`config.mk`:
```
export PLATFORM = sky130hd
export DESIGN_NAME = scheduler_acc_selector
export DESIGN_NICKNAME = d
export VERILOG_FILES = /design/src/rtl/scheduler_pkg.sv /design/src/rtl/scheduler_acc_selector.sv
export SDC_FILE = /design/constraint.sdc
export NUM_CORES = 1
export LEC_CHECK = 0
export CAP_MARGIN = 40
export CORE_AREA = 2 2 111 113
export DETAILED_ROUTE_END_ITERATION = 6
export DIE_AREA = 0 0 113 115
export PLACE_DENSITY = 0.68
export RECOVER_POWER = 50
export SLEW_MARGIN = 20
export SYNTH_ARGS = -nofsm -noshare
export SYNTH_HDL_FRONTEND = slang
export SYNTH_SLANG_ARGS = --single-unit
```
`constraint.sdc`:
```
create_clock -name clk -period 5.5 [get_ports clk]
set_input_delay 1.1 -clock clk [delete_from_list [all_inputs] [get_ports clk]]
set_output_delay 1.1 -clock clk [all_outputs]
set_load 0.005 [all_outputs]
```
`src/rtl/scheduler_pkg.sv`:
```
// Shared types and widths for the accelerator selector: schedule-info word
// layout, selector FSM states and a small round-robin helper.
package scheduler_pkg;

    localparam int MAX_ACC_TYPES = 16;
    localparam int ACC_TYPE_BITS = $clog2(MAX_ACC_TYPES);
    localparam int MAX_ACCS      = 16;
    localparam int ACC_IDX_BITS  = $clog2(MAX_ACCS);
    localparam int ACC_ID_BITS   = $clog2(MAX_ACCS) + 1;
    localparam int DATA_BITS     = 48;
    localparam int RSVD_BITS     = DATA_BITS - 3 * ACC_ID_BITS;

    localparam logic [ACC_ID_BITS-1:0] ONE_ID = ACC_ID_BITS'(1);

    // One schedule-info record; the reserved upper bits are carried through untouched.
    typedef struct packed {
        logic [RSVD_BITS-1:0]   rsvd;
        logic [ACC_ID_BITS-1:0] next_off;
        logic [ACC_ID_BITS-1:0] num_inst;
        logic [ACC_ID_BITS-1:0] first_acc;
    } sched_info_t;

    typedef enum logic [1:0] {
        IDLE = 2'd0,
        LOAD = 2'd1,
        SCAN = 2'd2,
        RESP = 2'd3
    } sel_state_e;

    // Advance a round-robin offset, wrapping at the instance count.
    function automatic logic [ACC_ID_BITS-1:0] wrapInc(
        input logic [ACC_ID_BITS-1:0] k,
        input logic [ACC_ID_BITS-1:0] num
    );
        return ((k + ONE_ID) == num) ? '0 : (k + ONE_ID);
    endfunction

endpackage

```
`src/rtl/scheduler_acc_selector.sv`:
```
// Round-robin accelerator selector. Reads the per-type schedule-info record,
// scans that type's instances against acc_free, returns the chosen id, and on
// response acceptance claims the accelerator and writes next_off back.
// Host configuration writes share the memory write port and win over requests.
// Optional statistics counters: define SCHEDULER_ACC_SELECTOR_STATS_EN.
//
// Handshakes: a transfer happens in any cycle where valid and ready are both
// high; req_ready/cfg_wr_ready do not depend on rsp_ready, and rsp_valid with
// its payload stays stable until rsp_ready is seen.
module scheduler_acc_selector
    import scheduler_pkg::*;
(
    input  logic                     clk,
    input  logic                     rst,
    input  logic                     req_valid,
    output logic                     req_ready,
    input  logic [ACC_TYPE_BITS-1:0] req_acc_type,
    output logic                     rsp_valid,
    input  logic                     rsp_ready,
    output logic                     rsp_found,
    output logic [ACC_ID_BITS-1:0]   rsp_acc_id,
    input  logic [MAX_ACCS-1:0]      acc_free,
    output logic                     acc_claim_en,
    output logic [ACC_ID_BITS-1:0]   acc_claim_id,
    input  logic                     cfg_wr_en,
    output logic                     cfg_wr_ready,
    input  logic [ACC_TYPE_BITS-1:0] cfg_wr_addr,
    input  logic [DATA_BITS-1:0]     cfg_wr_din,
    output logic                     sinfo_a_en,
    output logic [ACC_TYPE_BITS-1:0] sinfo_a_addr,
    output logic [DATA_BITS-1:0]     sinfo_a_din,
    output logic                     sinfo_b_en,
    output logic [ACC_TYPE_BITS-1:0] sinfo_b_addr,
    input  logic [DATA_BITS-1:0]     sinfo_b_dout,
    output logic [1:0]               dbg_state
`ifdef SCHEDULER_ACC_SELECTOR_STATS_EN
    ,
    output logic [31:0]              stat_req_cnt,
    output logic [31:0]              stat_miss_cnt,
    output logic [31:0]              stat_scan_cyc
`endif
);

    localparam logic [ACC_ID_BITS:0] ACC_LIMIT = (ACC_ID_BITS + 1)'(MAX_ACCS);

    sel_state_e               state;
    sel_state_e               nextState;
    sched_info_t              rec;
    sched_info_t              loadRec;
    sched_info_t              wbRec;
    logic [ACC_TYPE_BITS-1:0] reqType;
    logic [ACC_ID_BITS-1:0]   k;
    logic [ACC_ID_BITS-1:0]   scanIdx;
    logic                     rspFound;
    logic [ACC_ID_BITS-1:0]   rspId;
    logic [ACC_ID_BITS:0]     candidate;
    logic                     candFree;
    logic                     lastScan;
    logic                     reqAccept;

    assign loadRec   = sched_info_t'(sinfo_b_dout);
    assign candidate = {1'b0, rec.first_acc} + {1'b0, k};
    // Indices past the last accelerator never count as free.
    assign candFree  = (candidate < ACC_LIMIT) && acc_free[candidate[ACC_IDX_BITS-1:0]];
    assign lastScan  = ((scanIdx + ONE_ID) == rec.num_inst);
    assign reqAccept = (state == IDLE) && req_valid && !cfg_wr_en;
    assign dbg_state = state;

    // State register.
    always_ff @(posedge clk) begin
        if (rst) state <= IDLE;
        else     state <= nextState;
    end

    // Record latch, round-robin offset and scan result.
    always_ff @(posedge clk) begin
        if (rst) begin
            rec      <= '0;
            reqType  <= '0;
            k        <= '0;
            scanIdx  <= '0;
            rspFound <= 1'b0;
            rspId    <= '0;
        end else begin
            case (state)
                IDLE: if (reqAccept) reqType <= req_acc_type;
                LOAD: begin
                    rec      <= loadRec;
                    // A stale offset beyond the instance count restarts at 0.
                    k        <= (loadRec.next_off >= loadRec.num_inst) ? '0 : loadRec.next_off;
                    scanIdx  <= '0;
                    rspFound <= 1'b0;
                    rspId    <= '0;
                end
                SCAN: begin
                    if (candFree) begin
                        rspFound <= 1'b1;
                        rspId    <= candidate[ACC_ID_BITS-1:0];
                    end else begin
                        k       <= wrapInc(k, rec.num_inst);
                        scanIdx <= scanIdx + ONE_ID;
                    end
                end
                default: ;
            endcase
        end
    end

    // Next-state and output decode; claim/writeback are suppressed while rst is high.
    always_comb begin
        nextState    = state;
        req_ready    = 1'b0;
        cfg_wr_ready = 1'b0;
        rsp_valid    = 1'b0;
        rsp_found    = 1'b0;
        rsp_acc_id   = '0;
        acc_claim_en = 1'b0;
        acc_claim_id = '0;
        sinfo_a_en   = 1'b0;
        sinfo_a_addr = '0;
        sinfo_a_din  = '0;
        sinfo_b_en   = 1'b0;
        sinfo_b_addr = '0;
        wbRec          = rec;
        wbRec.next_off = wrapInc(k, rec.num_inst);
        case (state)
            IDLE: begin
                cfg_wr_ready = 1'b1;
                req_ready    = !cfg_wr_en;
                if (cfg_wr_en) begin
                    sinfo_a_en   = 1'b1;
                    sinfo_a_addr = cfg_wr_addr;
                    sinfo_a_din  = cfg_wr_din;
                end else if (req_valid) begin
                    sinfo_b_en   = 1'b1;
                    sinfo_b_addr = req_acc_type;
                    nextState    = LOAD;
                end
            end
            LOAD: nextState = (loadRec.num_inst == '0) ? RESP : SCAN;
            SCAN: if (candFree || lastScan) nextState = RESP;
            RESP: begin
                rsp_valid  = 1'b1;
                rsp_found  = rspFound;
                rsp_acc_id = rspId;
                if (rsp_ready) begin
                    nextState = IDLE;
                    if (rspFound && !rst) begin
                        acc_claim_en = 1'b1;
                        acc_claim_id = rspId;
                        sinfo_a_en   = 1'b1;
                        sinfo_a_addr = reqType;
                        sinfo_a_din  = wbRec;
                    end
                end
            end
            default: nextState = IDLE;
        endcase
    end

`ifdef SCHEDULER_ACC_SELECTOR_STATS_EN
    // Saturating request, miss and scan-cycle counters.
    always_ff @(posedge clk) begin
        if (rst) begin
            stat_req_cnt  <= '0;
            stat_miss_cnt <= '0;
            stat_scan_cyc <= '0;
        end else begin
            if (reqAccept && (stat_req_cnt != '1))
                stat_req_cnt <= stat_req_cnt + 32'd1;
            if ((state == RESP) && rsp_ready && !rspFound && (stat_miss_cnt != '1))
                stat_miss_cnt <= stat_miss_cnt + 32'd1;
            if ((state == SCAN) && (stat_scan_cyc != '1))
                stat_scan_cyc <= stat_scan_cyc + 32'd1;
        end
    end
`endif

endmodule
```
==> results.txt <==
Netlist cell types - 52
# setup viols final - 0
Most frequent cells in the layout - 194 x clkdlybuf4s50_1, 111 x nor2_1, 65 x dfxtp_1
Synth Instances - 493
Syn Area/Cell - 8.26 um2
Worst-path cell chain - clkdlybuf4s50_1, and2_2, buf_4, a22oi_1, nor2_1, clkdlybuf4s50_1
Combinational fraction of design power - 55.0%
Ys flop type - dfxtp_1
Dpl hpwl - 10,400 um
CTS sink cnt - 65
Max stage delay on crit path - 0.57 ns
EDFF count, synth - 0
Sequential element share of the synthesized area - 32.0%
Period utilisation layout - 80.4%
Worst Path Required - 4.40 ns
Crit path max fanout - 30
Max_slew headroom - -100%
Worst setup margin - 1.08 ns
First drt pass iteration count - 7
Antenna Violating Nets Remaining - 0
Largest net degree at the start of global routing - 69
Die Height - 115 um
Async SR Flop Fraction - 0%
Switching fraction of total power - 39.1%
Die ar. - 0.0130 mm2
Detailed Route Iter0 Violations - 274
FP Rows - 40
Syn-to-layout area delta - 59.5%
Failing checks - design-rule violations, max-capacitance violations, max-slew violations
NetSw - 1.07 mW
Post-synth top area cell - dfxtp_1
Root cell of the clock tree - clkbuf_16
Vias in the first global route - 4,312
FF+latch count, synth - 65
Total track usage - 20.4%
Setup repair bufs after CTS - 0
Critical Path Sink - sinfo_a_addr[1]
Arrival @ worst endpoint - 3.32 ns
Sum of negative setup slack - 0 ns
Crit path from - cfg_wr_en
Fin util - 55.0%
Initial antenna violation count - 0
Reg2Reg Depth - 9
Reg2reg setup slack - 2.03 ns
DRC Markers - 15
Max_cap viols - 1
Status - finished with violations
Starting Density - 34.5%
CTS clk-pin slew, worst paths - 0.05 ns
Die Span X - 113 um
RSZ-0062 raised after global routing - no
Fmax - 226 MHz
Core area - 0.0118 mm2
Post-CTS Hold Buffers - 0
Post_cts resized - 0
VDD IR max - 144 uV
Final Hold Fails - 0
Drt via density - 5.19
Synth Warn # - 0
Reg2Reg Capture Point - k[3]
Sequential power share - 25.1%
Synth top area cells - dfxtp_1 32%, mux2i_1 11%, nor2_1 10%
Most used cell, CP - clkdlybuf4s50_1
Most common cell after layout, fill and taps aside - clkdlybuf4s50_1
Nets - 821
Via Count - 4,314
First-pass GRT wire length - 21,100 um
TritonCTS clock tree - built
Worst-Margin Slew - 3.00 ns
Worst-skew pair later-pin latency - 0.33 ns
Net Count, Synth - 635
Htree depth - 3
Leak - 2.52 nW
DP Area - 0.00619 mm2
Place WS - 1.07 ns
Clk network pwr share - 20.0%
Remaining global-route overflow - 0
Layout cells sized above 1 - 4.82%
CTS Buf Count - 9
Crit path max-delay cell type - and2_2
Drt wl/cell - 16.4 um
Syn Std Cell Area - 0.00407 mm2
Clk_skew - 0.00556 ns
Clock buffer depth - 2
Power Density - 420 mW/mm2
Worst Hold Class - flip-flop to flip-flop
Crit end category - primary output
# IOs - 200
Fill count - 1,107
Min Tclk post-route - 4.42 ns
Final Cell Area - 0.00649 mm2
Crit path kind - input pin to primary output
Worst Setup Start Kind - input pin
Power Internal - 1.66 mW
Worst r2r src - k[0]
Share of the synthesized area in the top cell type - 32.0%
Drt total wl - 13,600 um
Port bufs - 199
Final max-slew violation count - 69
Final GP Congestion - 0.908
Antenna cells - 0
## sequential cells by signal, indices dropped and copies added (netlist names)
signal,count
rec,43
k,5
rspId,5
scanIdx,5
rspFound,1
dbg_state,2
reqType,4
## per-layer routing
layer / track usage, % / share of wire (%) / vias to the layer above
li1: - / - / 2133
met1: 26.0 / 43 / 1994
met2: 33.7 / 48 / 171
met3: 4.43 / 8.1 / 16
met4: 8.13 / 1.5 / 0
met5: 0 / 0 / -
## power by group through the flow
stage	combinational (mW)	clock [mW]	sequential, mW
after floorplan	0.924	0	0.651
after global placement	1.44	0	0.691
after detailed placement	1.51	0	0.693
after CTS	1.52	0.557	0.683
after global routing	1.65	0.580	0.697
final	1.50	0.545	0.684
## worst max-delay path, delay by kind of cell
kind                   cells  cell delay (ns)
buffers and inverters      3             1.40
AND/OR/NAND/NOR            2             0.69
AO/OA/AOI/OAI              1             0.10
## cell type report
cell class,instances,area [um2],area share (%)
clock buffer,11,253,3.89
clock inverter,5,40.0,0.617
inverter,23,86.3,1.33
multi-input combinational,374,2560,39.4
sequential,65,1300,20.0
tap,147,184,2.83
timing repair buffer,206,2070,31.9
## through the flow
step | instances | power [mW] | hold slack [ns]
after global routing | 831 | 2.92 | 0.479
after CTS | 830 | 2.76 | 0.460
after floorplan | 493 | 1.57 | 0.432
after global placement | 813 | 2.13 | 0.445
final | 831 | 2.73 | 0.458
after detailed placement | 814 | 2.20 | 0.449
## worst min-delay path by stage
stage | start | to | slack, ns | cells after the start
CTS | reqType[2] | reqType[2] | 0.46 | 2
detailed placement | rspFound | rspFound | 0.45 | 1
finish | rspFound | rspFound | 0.46 | 1
floorplan | rspFound | rspFound | 0.43 | 1
global placement | rspFound | rspFound | 0.45 | 1
global route | rspFound | rspFound | 0.48 | 1
## cell usage after synthesis (all sizes together), types with 4 or more instances
cell / count
nand2: 22
and2: 12
a311oi: 4
nor2: 111
nand2b: 7
dfxtp: 65
mux2i: 45
ha: 16
inv: 23
a22oi: 51
a31oi: 5
a21oi: 15
o21ai: 6
mux4: 4
a221oi: 5
xnor2: 8
xor2: 6
a211oi: 7
clkbuf: 28
and3: 5
nand3: 8
## cell families (layout without fill, tap and decap cells)
| group | after synthesis | count (layout) | share of synthesized area [%] |
|---|---|---|---|
| AND/OR/NAND/NOR | 177 | 177 | 19.2 |
| AO/OA/AOI/OAI | 114 | 114 | 20.7 |
| flip-flops | 65 | 65 | 32.0 |
| buffers and inverters | 54 | 245 | 5.16 |
| multiplexers | 52 | 52 | 14.6 |
| adder cells (fa/ha/maj) | 17 | 17 | 5.41 |
| XOR/XNOR | 14 | 14 | 3.01 |
Note: power is estimated with default switching activity, not from simulation.
